===== src/rtl/apb_slave_mem.sv =====
// APB completer: 4-bit address / 8-bit data register file of MEM_DEPTH bytes,
// WAIT_CYCLES wait states per transfer and pslverr on out-of-range addresses.
module apb_slave_mem #(
    parameter int unsigned MEM_DEPTH   = 12,
    parameter int unsigned WAIT_CYCLES = 0
) (
    input  logic       pclk,
    input  logic       presetn,
    input  logic       psel,
    input  logic       penable,
    input  logic       pwrite,
    input  logic [3:0] paddr,
    input  logic [7:0] pwdata,
    output logic [7:0] prdata,
    output logic       pready,
    output logic       pslverr
);

    localparam int unsigned AW = 4;
    localparam int unsigned DW = 8;
    localparam int unsigned CW = 3;

    typedef enum logic {IDLE, ACCESS} state_t;

    state_t        state;
    logic [CW-1:0] cnt;
    logic [AW-1:0] addr;
    logic          wr;
    logic [DW-1:0] wdata;
    logic [DW-1:0] mem [MEM_DEPTH];

    function automatic logic in_range(input logic [AW-1:0] a);
        return {1'b0, a} < (AW+1)'(MEM_DEPTH);
    endfunction

    // Out-of-range reads return zero rather than touching the array.
    function automatic logic [DW-1:0] rd_mem(input logic [AW-1:0] a);
        return in_range(a) ? mem[a] : '0;
    endfunction

    // presetn is active-high here; reset outranks any completion on the same edge.
    always_ff @(posedge pclk) begin
        if (presetn) begin
            state   <= IDLE;
            cnt     <= '0;
            addr    <= '0;
            wr      <= 1'b0;
            wdata   <= '0;
            prdata  <= '0;
            pready  <= 1'b0;
            pslverr <= 1'b0;
            mem     <= '{default: '0};
        end else begin
            case (state)
                IDLE: begin
                    if (psel && !penable) begin
                        addr  <= paddr;
                        wr    <= pwrite;
                        wdata <= pwdata;
                        cnt   <= CW'(WAIT_CYCLES);
                        state <= ACCESS;
                        // Zero wait states: response must already be up in A1.
                        if (WAIT_CYCLES == 0) begin
                            pready  <= 1'b1;
                            pslverr <= !in_range(paddr);
                            prdata  <= rd_mem(paddr);
                        end
                    end
                end
                ACCESS: begin
                    if (!psel) begin
                        state   <= IDLE;
                        cnt     <= '0;
                        pready  <= 1'b0;
                        pslverr <= 1'b0;
                        prdata  <= '0;
                    end else if (penable) begin
                        if (pready) begin
                            if (wr && in_range(addr)) begin
                                mem[addr] <= wdata;
                            end
                            state   <= IDLE;
                            pready  <= 1'b0;
                            pslverr <= 1'b0;
                            prdata  <= '0;
                        end else if (cnt != '0) begin
                            cnt <= cnt - CW'(1);
                            if (cnt == CW'(1)) begin
                                pready  <= 1'b1;
                                pslverr <= !in_range(addr);
                                prdata  <= rd_mem(addr);
                            end
                        end
                    end
                end
                default: state <= IDLE;
            endcase
        end
    end

endmodule


===== config.mk =====
export PLATFORM = sky130hd
export DESIGN_NAME = apb_slave_mem
export DESIGN_NICKNAME = d
export VERILOG_FILES = /design/src/rtl/apb_slave_mem.sv
export SDC_FILE = /design/constraint.sdc
export NUM_CORES = 1
export LEC_CHECK = 0
export ABC_AREA = 1
export ABC_CLOCK_PERIOD_IN_PS = 2000
export BUFFER_PORTS_ARGS = -buffer_cell sky130_fd_sc_hd__buf_2
export CELL_PAD_IN_SITES_DETAIL_PLACEMENT = 1
export CELL_PAD_IN_SITES_GLOBAL_PLACEMENT = 1
export CORE_ASPECT_RATIO = 0.6
export CORE_MARGIN = 10
export CORE_UTILIZATION = 44
export DETAILED_ROUTE_END_ITERATION = 10
export HOLD_SLACK_MARGIN = 0.12
export PLACE_DENSITY = 0.82
export SLEW_MARGIN = 20
export SYNTH_ARGS = -nofsm -noshare
export SYNTH_HDL_FRONTEND = slang
export SYNTH_SLANG_ARGS = --single-unit

===== constraint.sdc =====
create_clock -name pclk -period 2 [get_ports pclk]
set_input_delay 0.1 -clock pclk [delete_from_list [all_inputs] [get_ports pclk]]
set_output_delay 0.1 -clock pclk [all_outputs]
set_load 0.02 [all_outputs]

**Word level (Yosys, flattened, before mapping)**

Index checks and enable logic that the tools add are counted.

- Flip-flop bits (word level): 123
- Output and inout port bits: 10
- Word-level logic and storage cells: 91

- $add $sub $neg: 1
- Order comparisons: 5
- Eq/ne operators: 7
- Multiplexer cells: 43
- Bitwise operators: 3
- Reductions and logical operators: 12

Operators with widths:

| operator | number |
|---|---|
| $mux 8 | 13 |
| $bwmux 96 | 1 |
| $bmux 8 s4 | 2 |
| $demux 8 s4 | 1 |
| $mux 1 | 16 |
| $pmux 8 s2 | 1 |
| $mux 3 | 5 |
| $ge 5x5->1 const B | 2 |
| $not 4->5 | 2 |
| $lt 4x4->1 const B | 2 |
| $ne 4x3->1 const B | 2 |
| $reduce_and 4->1 | 2 |
| $ne 3x3->1 const B | 2 |
| $pmux 1 s2 | 3 |
| $pmux 3 s2 | 1 |
| $lt 5x1->1 const B | 1 |
| $reduce_and 5->1 | 1 |
| $reduce_and 2->1 | 2 |
| $eq 3x1->1 const B | 1 |
| $logic_and 1x1->1 | 3 |
| $logic_not 1->1 | 3 |
| $ne 3x2->1 const B | 1 |
| $reduce_bool 3->1 | 1 |
| $sub 3x1->3 const B | 1 |
| other kinds (2) | 2 |

**Longest topological paths before layout**

- Word-level depth: 11
- Gate-level depth with buffers: 13

**Least setup slack after synthesis**

Ideal clock, no wire load.

- Path kind: reg2reg
- Start: reg cnt[0]
- End: reg pslverr
- Arrival time: 1.331 ns
- Slack: 0.553 ns
- Stages on the path, launching flop included: 10
- Path buffers: 2
- Period minus slack after synthesis: 1.447 ns
- Path through: dfxtp_1 -> inv_1 -> ha_1 -> inv_1 -> nor2_1 -> nor2_1 -> o21a_1 -> buf_6 -> buf_6 -> o211a_1

- Word-level cells in the longest chain between the ends: 3
- Elaborated cells on any way between the ends: 5
- Classes of those cells: eq/ne (3); reduce/logical (2)

Ends and longest elaborated chain:

| what | RTL line | RTL |
|---|---|---|
| from (decl) | 26 | `logic [CW-1:0] cnt;` |
| from (signal assigned) | 60 | `cnt <= CW'(WAIT_CYCLES);` |
| from (signal assigned) | 87 | `cnt <= cnt - CW'(1);` |
| $eq 3x1->1 / $reduce_bool 3->1 (equally long branches) | 88, 86 |  |
| $ne 4x3->1 (no source line) | - |  |
| $reduce_and 4->1 (no source line) (*) | - |  |
| to (signal assigned) | 65 | `pslverr <= !in_range(paddr);` |
| to (signal assigned) | 90 | `pslverr <= !in_range(addr);` |
| to (decl) | 16 | `output logic pslverr` |

Mark *: on every way between the ends. The rest lies on a longest branch, timed or not.
A chain may end at the register's enable or synchronous reset.

**Worst setup path in the final report**

- Start: reg addr[1]
- End: reg mem[40] (netlist name)

- Word-level cells in the longest chain between the ends: 6
- Elaborated cells on any way between the ends: 10
- Classes of those cells: order compare (3); mux (3); bitwise (1); reduce/logical (3)

Ends and longest elaborated chain:

| what | RTL line | RTL |
|---|---|---|
| from (decl) | 27 | `logic [AW-1:0] addr;` |
| from (signal assigned) | 57 | `addr <= paddr;` |
| $not 4->5 (implied by the code) | 80 | `mem[addr] <= wdata;` |
| $ge 5x5->1 (implied by the code) / $lt 5x1->1 (equally long branches) | 80 |  |
| $logic_and 1x1->1 (implied by the code) | 80 |  |
| $mux 8 (implied by the code) | 80 |  |
| $demux 8 s4 | 80 |  |
| $bwmux 96 | 80 |  |
| to (signal, indexed assignment) | 80 |  |
| to (decl) | 30 | `logic [DW-1:0] mem [MEM_DEPTH];` |

Several ways; a longest one is shown, not always the timed one.

==> impl_summary.txt <==
----------------------------------------------------
[Synth]
  Syn avg cell area ... 6.24 sq um
  Seq/Total Area, Yosys ... 0.361
  Number of distinct library cells after synthesis ... 30
  Mapped Nets ... 1116
  Post-synthesis instance area ... 6820 sq um
  Number of cells produced by synthesis ... 1093
  Total of flip-flops plus latches after synthesis ... 123
  Synth Warn # ... 0

[CTS]
  Clock Sink Count ... 123
  Clock tree from TritonCTS ... yes
  Buffer count from post-CTS setup fixing ... 0
  Number of buffers created by CTS ... 17
  Worst-path clk slew ... 60 ps
  Root cell of the clock tree ... sky130_fd_sc_hd__clkbuf_16
  Longest Clk Path Bufs ... 2
  H-tree depth ... 4
  Skew-Pair Late Insertion Delay ... 420 ps

[Detailed routing]
  Via density per instance ... 5.67
  DRT Pass-1 Iters ... 5
  Residual DRC count ... 0
  Drt first-iter violations ... 737
  Total via count in the routed design ... 7479
  Antenna violation net count after detailed routing ... 0
  Average detailed-routed wire length per instance ... 20.5 um
  WL final ... 27100 um

[Cells and area]
  Leading cell type in the layout, fill and taps excluded ... sky130_fd_sc_hd__nand2_1
  Most used cells in the layout excluding fill and tap cells ... sky130_fd_sc_hd__nand2_1 (377), sky130_fd_sc_hd__dfxtp_1 (122), sky130_fd_sc_hd__nor2_1 (104), sky130_fd_sc_hd__nand3_1 (98), sky130_fd_sc_hd__a21oi_1 (95)
  Fraction of final layout cells with drive strength greater than 1 ... 0.0985
  Area growth from synthesis to final layout ... 14.6%
  Final cell count without fillers ... 1320
  Total Nets Final ... 1129
  Ant. Diodes ... 0
  Final cell area excluding filler cells ... 7820 sq um
  Total of fill cells in the finished design ... 2068

[Global routing]
  Number of global-route vias before repair ... 7478
  All-Layer GR Usage ... 0.257
  Pin count of the biggest net entering global routing ... 82
  First-pass GRT wire length ... 42700 um
  Initial antenna violation count ... 0
  Grt ovf ... 0

[STA]
  Final slew viol count ... 0
  Setup violation total in the final timing report ... 0
  Final TNS setup ... 0 ps
  Min Clock Period, post-route ... 1880 ps
  Actual transition at the worst max-transition pin ... 814 ps
  Clock tree skew after final layout ... 10.5 ps
  Peak clock frequency supported by timing ... 532 MHz
  Final Hold Viols ... 0
  Part of the cycle the worst path needs ... 0.939
  Slew margin rel. ... 0.456
  RSZ-0062 raised after global routing ... no

[Die]
  Count of boundary I/O pins ... 27
  Die Outline Area ... 21100 sq um
  Die Ht ... 116 um
  Core box area ... 15300 sq um
  Chip width ... 181 um
  Initial cell density of the core ... 0.447
  Placement Rows ... 35

[Place]
  Cell area after placement ... 7120 sq um
  Placer Congestion ... 0.945
  Count of input and output buffers ... 26
  Detailed-placement wirelength estimate ... 17900 um
  Placed Instances ... 1279

[Job]
  Max cap viols ... 0

[Power and ir drop]
  IR Drop Worst-Case VDD ... 0.000464 V
  Power density over the cells ... 821 nW/um^2
  P_leak ... 0.00355 uW

[Worst setup path]
  Crit start category ... register
  CP max FO ... 21
  WP data required ... 2270 ps
  Data arrival time of the critical path ... 2150 ps
  Type of destination of the critical path ... register
  Setup Crit Path Kind ... reg2reg

[Worst hold path]
  Path type of the worst min-delay path ... in2reg

[Outcome]
  Run status ... completed

----------------------------------------------------
[final timing paths]
path / start / end / slack [ps] / cells after the start
max: addr[1]$_SDFFE_PP0P_ / mem[40]$_SDFFE_PP0P_ / 120 / 6
min: paddr[2] / addr[2]$_SDFFE_PP0P_ / 180 / 3
max reg2reg: addr[1]$_SDFFE_PP0P_ / mem[40]$_SDFFE_PP0P_ / 120 / 6
min reg2reg: mem[1]$_SDFFE_PP0P_ / mem[1]$_SDFFE_PP0P_ / 470 / 2
[cells in the mapped netlist]
cell,count,area (sq um)
sky130_fd_sc_hd__nand2_1,377,1420
sky130_fd_sc_hd__nor3_2,3,30.0
sky130_fd_sc_hd__nor3_1,28,140
sky130_fd_sc_hd__nand3b_1,1,7.51
sky130_fd_sc_hd__clkbuf_1,36,135
sky130_fd_sc_hd__dfxtp_1,123,2460
sky130_fd_sc_hd__a21oi_1,95,475
sky130_fd_sc_hd__inv_2,5,18.8
sky130_fd_sc_hd__buf_4,8,60.1
sky130_fd_sc_hd__nor2_8,3,60.1
sky130_fd_sc_hd__a31oi_1,1,6.26
sky130_fd_sc_hd__nand3_1,98,490
sky130_fd_sc_hd__a211oi_1,2,15.0
sky130_fd_sc_hd__clkinv_1,4,15.0
sky130_fd_sc_hd__buf_6,6,67.6
sky130_fd_sc_hd__o21ai_0,84,420
sky130_fd_sc_hd__nand2_2,3,18.8
sky130_fd_sc_hd__or2_1,1,6.26
sky130_fd_sc_hd__o211a_1,1,10.0
sky130_fd_sc_hd__nand4_4,1,21.3
sky130_fd_sc_hd__or2_2,1,6.26
sky130_fd_sc_hd__buf_1,2,7.51
sky130_fd_sc_hd__nor2_1,104,390
sky130_fd_sc_hd__ha_1,6,75.1
sky130_fd_sc_hd__o21ai_1,5,25.0
sky130_fd_sc_hd__nand2_4,3,33.8
sky130_fd_sc_hd__buf_2,19,95.1
sky130_fd_sc_hd__nor2_4,5,56.3
sky130_fd_sc_hd__o21a_1,1,7.51
sky130_fd_sc_hd__inv_1,67,251
[what timing repair did]
item                                    4_1_cts  5_1_grt
hold endpoints to repair                     11        0
endpoints found under the setup margin        0       10
gates resized for setup                       0        2
hold buffers                                 11        0
[flip-flops by register name, summed over array words and instances, names as in the netlist]
register	flops
mem	96
pready	1
wdata	8
state	1
wr	1
addr	4
prdata	8
cnt	3
pslverr	1
[through the flow]
step                power, uW  utilization  hold WS [ps]  setup WS, ps
floorplan                3000            -           235           553
global placement         3250        0.466           326           207
detailed placement       3260        0.466           329           159
CTS                      6400        0.511           160          72.5
global route             6610        0.512           197          36.6
finish                   6420        0.512           180           122
[cell type report]
type	instances	area, sq um	share of cell area
clock buffer	18	439	0.0562
clock inverter	12	150	0.0192
inverter	76	285	0.0365
multi-input combinational	823	3710	0.475
sequential	123	2460	0.315
tap	203	254	0.0325
timing repair buffer	65	517	0.0661
[layer usage]
layer | part of all wire | GRT usage | up-vias
met5 | 0 | 0 | -
met2 | 0.42 | 0.403 | 321
met3 | 0.098 | 0.0690 | 40
li1 | - | - | 3524
met1 | 0.46 | 0.347 | 3594
met4 | 0.016 | 0.0560 | 0
[worst max-delay path, cell delays in order (launching register included)]
cell                       delay [ps]
sky130_fd_sc_hd__dfxtp_1          400
sky130_fd_sc_hd__clkinv_1         200
sky130_fd_sc_hd__buf_4            290
sky130_fd_sc_hd__nor2_8           190
sky130_fd_sc_hd__nand2_1          290
sky130_fd_sc_hd__nor2_1           270
sky130_fd_sc_hd__nor3_1            90
[report_power, final]
| group | switching, uW | internal [uW] |
|---|---|---|
| clock | 1200 | 1970 |
| sequential | 95.9 | 2490 |
| combinational | 471 | 191 |
| total | 1770 | 4660 |
[logic make-up after synthesis]
logic type	count (synthesis)	synth area share
and+or+nand+nor	628	0.392
AOI/OAI and AO/OA	189	0.141
buffers and inverters	147	0.0953
DFF	123	0.361
adders and majority gates	6	0.0110
Note: power is estimated with default switching activity, not from simulation.
